<file path="src/rtl/audio_pkg.sv">
// Shared audio types and constants for the AudVid audio output path.
package audio_pkg;

    localparam int SAMPLE_WIDTH_DEF = 16;
    localparam int UNDERRUN_CNT_W   = 16;

    typedef enum logic {
        IDLE = 1'b0,
        RUN  = 1'b1
    } i2s_state_t;

    typedef struct packed {
        logic [SAMPLE_WIDTH_DEF-1:0] left;
        logic [SAMPLE_WIDTH_DEF-1:0] right;
    } stereo_frame_t;

endpackage

</file>
<file path="src/rtl/sync_fifo.sv">
// Single-clock FIFO with a registered occupancy count; DEPTH must be a power of two.
module sync_fifo #(
    parameter int DEPTH = 4,
    parameter int WIDTH = 32
) (
    input  logic                         i_clk,
    input  logic                         i_reset,
    input  logic                         i_push,
    input  logic [WIDTH-1:0]             i_wdata,
    input  logic                         i_pop,
    output logic [WIDTH-1:0]             o_rdata,
    output logic                         o_full,
    output logic                         o_empty,
    output logic [$clog2(DEPTH+1)-1:0]   o_level
);

    localparam int PW = $clog2(DEPTH);
    localparam int LW = $clog2(DEPTH+1);

    logic [WIDTH-1:0] r_mem [DEPTH];
    logic [PW-1:0]    r_wr_ptr;
    logic [PW-1:0]    r_rd_ptr;
    logic [LW-1:0]    r_level;
    logic             w_push;
    logic             w_pop;

    assign w_push = i_push && !o_full;
    assign w_pop  = i_pop && !o_empty;

    // NOTE: sequential state uses non-blocking assignments so every register samples pre-edge values.
    always_ff @(posedge i_clk) begin
        if (i_reset) begin
            r_wr_ptr <= '0;
            r_rd_ptr <= '0;
            r_level  <= '0;
        end else begin
            if (w_push) r_wr_ptr <= r_wr_ptr + 1'b1;
            if (w_pop)  r_rd_ptr <= r_rd_ptr + 1'b1;
            case ({w_push, w_pop})
                2'b10:   r_level <= r_level + 1'b1;
                2'b01:   r_level <= r_level - 1'b1;
                default: r_level <= r_level;
            endcase
        end
    end

    // NOTE: storage is deliberately not reset; pointers and level define which entries are valid.
    always_ff @(posedge i_clk) begin
        if (w_push) r_mem[r_wr_ptr] <= i_wdata;
    end

    assign o_rdata = r_mem[r_rd_ptr];
    assign o_full  = (r_level == LW'(DEPTH));
    assign o_empty = (r_level == '0);
    assign o_level = r_level;

endmodule

</file>
<file path="src/rtl/i2s_dac_tx.sv">
// Philips I2S transmitter: buffers stereo frames and shifts them MSB-first to the DAC pins.
module i2s_dac_tx
    import audio_pkg::*;
#(
    parameter int SAMPLE_WIDTH = SAMPLE_WIDTH_DEF,
    parameter int CLK_DIV      = 35,
    parameter int FIFO_DEPTH   = 4
) (
    input  logic                               CLK,
    input  logic                               Reset,
    input  logic                               enable,
    input  logic                               sample_valid,
    output logic                               sample_ready,
    input  logic [SAMPLE_WIDTH-1:0]            sample_left,
    input  logic [SAMPLE_WIDTH-1:0]            sample_right,
    output logic                               DAC_I2S_CLK,
    output logic                               DAC_I2S_WS,
    output logic                               DAC_I2S_DATA,
    output logic [$clog2(FIFO_DEPTH+1)-1:0]    fifo_level,
    output logic                               underrun,
    output logic [UNDERRUN_CNT_W-1:0]          underrun_count
);

    localparam int FW = 2 * SAMPLE_WIDTH;
    localparam int BW = $clog2(FW);
    localparam int DW = (CLK_DIV > 1) ? $clog2(CLK_DIV) : 1;

    i2s_state_t              r_state;
    i2s_state_t              w_state_next;
    logic [DW-1:0]           r_div;
    logic [BW-1:0]           r_bit;
    logic [FW-1:0]           r_shift;
    logic                    r_bclk;
    logic                    r_ws;
    logic                    r_data;
    logic                    r_underrun;
    logic [UNDERRUN_CNT_W-1:0] r_underrun_count;

    logic                    w_div_tc;
    logic                    w_fall;
    logic [BW-1:0]           w_bit_next;
    logic                    w_load;
    logic                    w_fifo_full;
    logic                    w_fifo_empty;
    logic [FW-1:0]           w_fifo_rdata;
    logic [FW-1:0]           w_frame;

    sync_fifo #(
        .DEPTH (FIFO_DEPTH),
        .WIDTH (FW)
    ) u_fifo (
        .i_clk   (CLK),
        .i_reset (Reset),
        .i_push  (sample_valid && sample_ready),
        .i_wdata ({sample_left, sample_right}),
        .i_pop   (w_load),
        .o_rdata (w_fifo_rdata),
        .o_full  (w_fifo_full),
        .o_empty (w_fifo_empty),
        .o_level (fifo_level)
    );

    assign w_div_tc   = (r_div == DW'(CLK_DIV - 1));
    assign w_fall     = (r_state == RUN) && enable && w_div_tc && r_bclk;
    assign w_bit_next = (r_bit == BW'(FW - 1)) ? '0 : r_bit + 1'b1;
    assign w_load     = ((r_state == IDLE) && enable) || (w_fall && (w_bit_next == '0));
    assign w_frame    = w_fifo_empty ? '0 : w_fifo_rdata;

    // NOTE: the next state gets a default before the case so no path can infer a latch.
    always_comb begin
        w_state_next = r_state;
        case (r_state)
            IDLE:    if (enable)  w_state_next = RUN;
            RUN:     if (!enable) w_state_next = IDLE;
            default: w_state_next = IDLE;
        endcase
    end

    always_ff @(posedge CLK) begin
        if (Reset) r_state <= IDLE;
        else       r_state <= w_state_next;
    end

    always_ff @(posedge CLK) begin
        if (Reset) begin
            r_div            <= '0;
            r_bit            <= '0;
            r_shift          <= '0;
            r_bclk           <= 1'b0;
            r_ws             <= 1'b0;
            r_data           <= 1'b0;
            r_underrun       <= 1'b0;
            r_underrun_count <= '0;
        end else begin
            r_underrun <= 1'b0;
            if (w_load && w_fifo_empty) begin
                r_underrun <= 1'b1;
                if (r_underrun_count != '1) r_underrun_count <= r_underrun_count + 1'b1;
            end

            if ((r_state == IDLE) || !enable) begin
                // Entering RUN starts from the same zeroed pins/counters as leaving it.
                r_div  <= '0;
                r_bit  <= '0;
                r_bclk <= 1'b0;
                r_ws   <= 1'b0;
                r_data <= 1'b0;
            end else if (w_div_tc) begin
                r_div  <= '0;
                r_bclk <= ~r_bclk;
                if (r_bclk) begin
                    r_bit <= w_bit_next;
                    r_ws  <= (w_bit_next >= BW'(SAMPLE_WIDTH - 1)) && (w_bit_next <= BW'(FW - 2));
                end
            end else begin
                r_div <= r_div + 1'b1;
            end

            if (w_load) begin
                r_data  <= w_frame[FW-1];
                r_shift <= {w_frame[FW-2:0], 1'b0};
            end else if (w_fall) begin
                r_data  <= r_shift[FW-1];
                r_shift <= {r_shift[FW-2:0], 1'b0};
            end
        end
    end

    assign sample_ready   = !w_fifo_full;
    assign DAC_I2S_CLK    = r_bclk;
    assign DAC_I2S_WS     = r_ws;
    assign DAC_I2S_DATA   = r_data;
    assign underrun       = r_underrun;
    assign underrun_count = r_underrun_count;

endmodule

</file>
<file path="config.mk">
export PLATFORM = sky130hd
export DESIGN_NAME = i2s_dac_tx
export DESIGN_NICKNAME = d
export VERILOG_FILES = /design/src/rtl/audio_pkg.sv /design/src/rtl/sync_fifo.sv /design/src/rtl/i2s_dac_tx.sv
export SDC_FILE = /design/constraint.sdc
export NUM_CORES = 1
export LEC_CHECK = 0
export BUFFER_PORTS_ARGS = -buffer_cell sky130_fd_sc_hd__buf_4
export CORE_UTILIZATION = 36
export DETAILED_ROUTE_END_ITERATION = 12
export MAX_ROUTING_LAYER = met4
export SLEW_MARGIN = 25
export SYNTH_ARGS = -nofsm -noshare
export SYNTH_HDL_FRONTEND = slang
export SYNTH_HIERARCHICAL = 1
export SYNTH_SLANG_ARGS = --single-unit
</file>
<file path="constraint.sdc">
create_clock -name CLK -period 3.7 [get_ports CLK]
set_input_delay 0 -clock CLK [delete_from_list [all_inputs] [get_ports CLK]]
set_output_delay 0 -clock CLK [all_outputs]
set_load 0.05 [all_outputs]
</file>
==> key figures <==
Finish
  – Area grow syn2layout: 20.9%
  – Diode count: 0
  – Share of cells above drive strength 1: 23.2%
  – Post-Layout Cell Count: 917
  – Finished Core Util: 44.3%
  – Layout Nets: 674

Worst setup path
  – Worst Path Arrival: 3800 ps
  – Most common cell on crit path: inv_1
  – Crit-path cells: ha_2 -> and3_1 -> ha_1 -> nand2b_1 -> a21oi_1 -> a31o_4 -> nand2_1 -> inv_1 -> o31ai_2 -> inv_1 -> ha_1 -> inv_1 -> fa_1 -> xor2_1 -> or3_1 -> a21oi_1
  – Crit path kind: reg2reg
  – R2R Path Start: r_bit[0]$_SDFFE_PP0P_
  – Worst reg2reg setup slack: around 260 ps
  – Slowest-stage cell, CP: dfxtp_2
  – Crit-path max FO: 9
  – WP data required: ~4100 ps
  – R2r worst-path depth: 16
  – Worst setup SP type: flop
  – Largest stage delay on the critical path: 370 ps
  – Worst reg2reg endpoint: u_fifo/o_level[2]$_SDFFE_PP0P_
  – CP Capture Type: flop

Power
  – Sw Ratio: between 20% and 30%
  – Switching power: ~1.6 mW
  – Internal Power: 4.02 mW
  – Power Dens Cells: 583 nW/um2
  – Leak pwr: between 3 and 4 nW
  – Peak VDD IR: ~330 uV
  – Combinational Power Share: roughly 17%
  – Clk pwr share: 32.9%
  – Sequential share of power: roughly 50%

Yosys
  – Post-synth top cells: 128 x edfxtp_1, 72 x dfxtp_1, 30 x a22oi_1, 30 x mux4_2, 30 x o2bb2ai_1
  – Most common cell in the netlist: edfxtp_1
  – Post-synth EDFFs: 128
  – Post-synth net total: between 500 and 600
  – Mapped Cells: between 500 and 600
  – Synth Cell Area: around 8000 um2
  – Seq/Total Area, Yosys: 66.1%
  – Post-synth top area cell: edfxtp_1
  – Distinct cell type count after synthesis: 54
  – #FFs+latches synth: 200
  – Share of the synthesized area in the top cell type: 48.0%
  – Ys flop type: edfxtp_1
  – Ys async rst share: 0%
  – Ranking of synthesized cells by area: edfxtp_1 48%, dfxtp_1 18%, mux4_2 8.4%
  – Syn Area/Cell: 15.2 um2
  – Syn. warnings: 6

Routing
  – Initial DRT Pass Iterations: 4
  – Via-per-instance ratio: 5.15
  – DRT antenna net count: 0
  – Vias post-DR: 4726
  – WL/cell: 16.8 um
  – Drt drc: 0
  – Final wirelength: 15.4 mm
  – Starting DRT DRC Count: between 200 and 250

Floorplanning
  – Die W: 151 um
  – Die height: 151 um
  – Total I/O pin count: 60
  – Die ar.: around 23000 um2
  – Starting Density: a little over a third
  – FP Rows: 54
  – Area of the core: 21800 um2

STA
  – Clock Skew: slightly above 10 ps
  – FMAX: 291 MHz
  – Fin Setup TNS: 0 ps
  – WHS: 67.5 ps
  – Final WS setup: approximately 260 ps
  – RSZ-0062 raised after global routing: no
  – Fin crit share: 92.9%
  – Final Hold Vio Count: 0
  – Fin. max-slew vios: 0
  – Final setup viols: 0
  – Minimum clock period: 3440 ps
  – Slew Limit Headroom: 39.1%
  – Tightest Pin Transition: about 910 ps

Worst hold path
  – Worst Hold Path Cells: 2
  – Min-delay worst type: in2reg
  – Hold Crit Start: Reset
  – WHS Endpoint: underrun$_SDFF_PP0_

Clock network
  – Postcts setup bufs: 0
  – Clock slew at reported path FFs: around 80 ps
  – TritonCTS clock tree: built
  – CTS Buf Count: 17
  – H-tree levels: 4
  – Deepest clock path buffer count: 2
  – Root Driver: clkbuf_16
  – Clk Latency, worst-skew pair: 430 ps
  – Clock Sinks: 200

Status
  – Status: finished, final reports clean

GRT
  – Vias in the first global route: 4800
  – Largest net degree at the start of global routing: 58
  – Initial antenna violation count: 0
  – Congestion Overflow GR: 0
  – Wire length of the first global-routing pass: 24.8 mm
  – GRT Util Overall: 15.0%

Placed design
  – Post-DP HPWL: a little over 9 mm
  – IO Port Bufs: 59
  – Place WS: roughly 180 ps
  – Final Wtd Congestion: about 0.8
  – Dpl cells: roughly 850

Job
  – # Max-Cap Violations: 0
## logic make-up after synthesis
group,synth area share [%]
XOR/XNOR,1.53
buffers and inverters,2.96
adder cells (fa/ha/maj),2.28
multiplexers,9.60
AND/OR/NAND/NOR,8.09
AO/OA/AOI/OAI,9.48
flip-flops,66.1
## power by group through the flow
stage | Clock (mW) | Combinational (mW) | Sequential (mW)
after floorplan | 0 | 0.716 | 2.86
final | 1.86 | 0.966 | 2.82
after global placement | 0 | 0.916 | 2.86
after detailed placement | 0 | 0.949 | 2.87
after global routing | 1.99 | 1.05 | 2.85
after CTS | 1.91 | 0.981 | 2.82
## worst max-delay path: cells and delay by family (launching register included)
kind	cells	cell delay (ps)
flops	1	370
xor+xnor	1	160
buf+inv	3	240
simple gates	4	760
fa+ha+maj	4	1100
compound gates	4	730
## cell type report
| type | instances | area, um2 |
|---|---|---|
| Fill cell | 1937 | 12200 |
| Sequential cell | 200 | 5290 |
| Multi-Input combinational cell | 284 | 2490 |
| Timing Repair Buffer | 103 | 856 |
| Clock buffer | 17 | 425 |
| Tap cell | 280 | 350 |
| Clock inverter | 15 | 193 |
| Inverter | 18 | 67.6 |
## metrics by stage
stage          instance area, um2  total power [mW]
2_1_floorplan                8000              3.58
3_3_place_gp                 8720              3.77
3_5_place_dp                 8720              3.82
4_1_cts                      9670              5.72
5_1_grt                      9670              5.89
6_report                     9670              5.64
## cell usage in the layout, fill, tap and decap left out, types with 6 or more instances in the layout
master / instances
edfxtp_1: 128
buf_4: 70
dfxtp_1: 69
dlygate4sd3_1: 33
a22oi_1: 30
o2bb2ai_1: 30
mux4_2: 30
nor2_1: 28
nand2_1: 19
inv_1: 18
clkbuf_16: 17
a21oi_1: 16
nand3_1: 15
o21ai_0: 13
ha_1: 12
xor2_1: 11
and2_1: 8
or3_1: 8
and3_1: 7
clkinv_8: 6
## sequential cells by signal, indices dropped and copies added, names as in the netlist, named ones only
signal           flops
r_state              1
underrun             1
u_fifo/r_rd_ptr      2
r_div                6
DAC_I2S_DATA         1
DAC_I2S_WS           1
underrun_count      16
DAC_I2S_CLK          1
u_fifo/r_mem       128
u_fifo/o_level       3
r_shift             31
r_bit                5
u_fifo/r_wr_ptr      2
## routing by layer
metal / wire (um) / GRT usage, % / vias up
met5: 0 / - / -
met4: 142 / 4.70 / 0
met3: 624 / 3.67 / 15
met2: 7750 / 25.0 / 107
met1: 6840 / 17.8 / 2354
li1: - / - / 2250
## how the worst max path moves through the flow
stage / startpoint / end / slack, ps / cells after the start
after floorplan: r_bit[0]$_SDFFE_PP0P_ / u_fifo/o_level[2]$_SDFFE_PP0P_ / 450 / 16
after global placement: r_bit[0]$_SDFFE_PP0P_ / u_fifo/o_level[2]$_SDFFE_PP0P_ / 340 / 16
after detailed placement: r_bit[0]$_SDFFE_PP0P_ / u_fifo/o_level[2]$_SDFFE_PP0P_ / 180 / 16
after CTS: r_bit[0]$_SDFFE_PP0P_ / u_fifo/o_level[2]$_SDFFE_PP0P_ / 140 / 16
after global routing: r_bit[0]$_SDFFE_PP0P_ / u_fifo/o_level[2]$_SDFFE_PP0P_ / 50 / 16
final: r_bit[0]$_SDFFE_PP0P_ / u_fifo/o_level[2]$_SDFFE_PP0P_ / 260 / 16
## what timing repair did
action,in CTS,in global routing
resized for setup,0,3
hold buffers,33,0
setup endpoints to repair,0,1
endpoints found under the hold margin,131,0
Note: power is estimated with default switching activity, not from simulation.
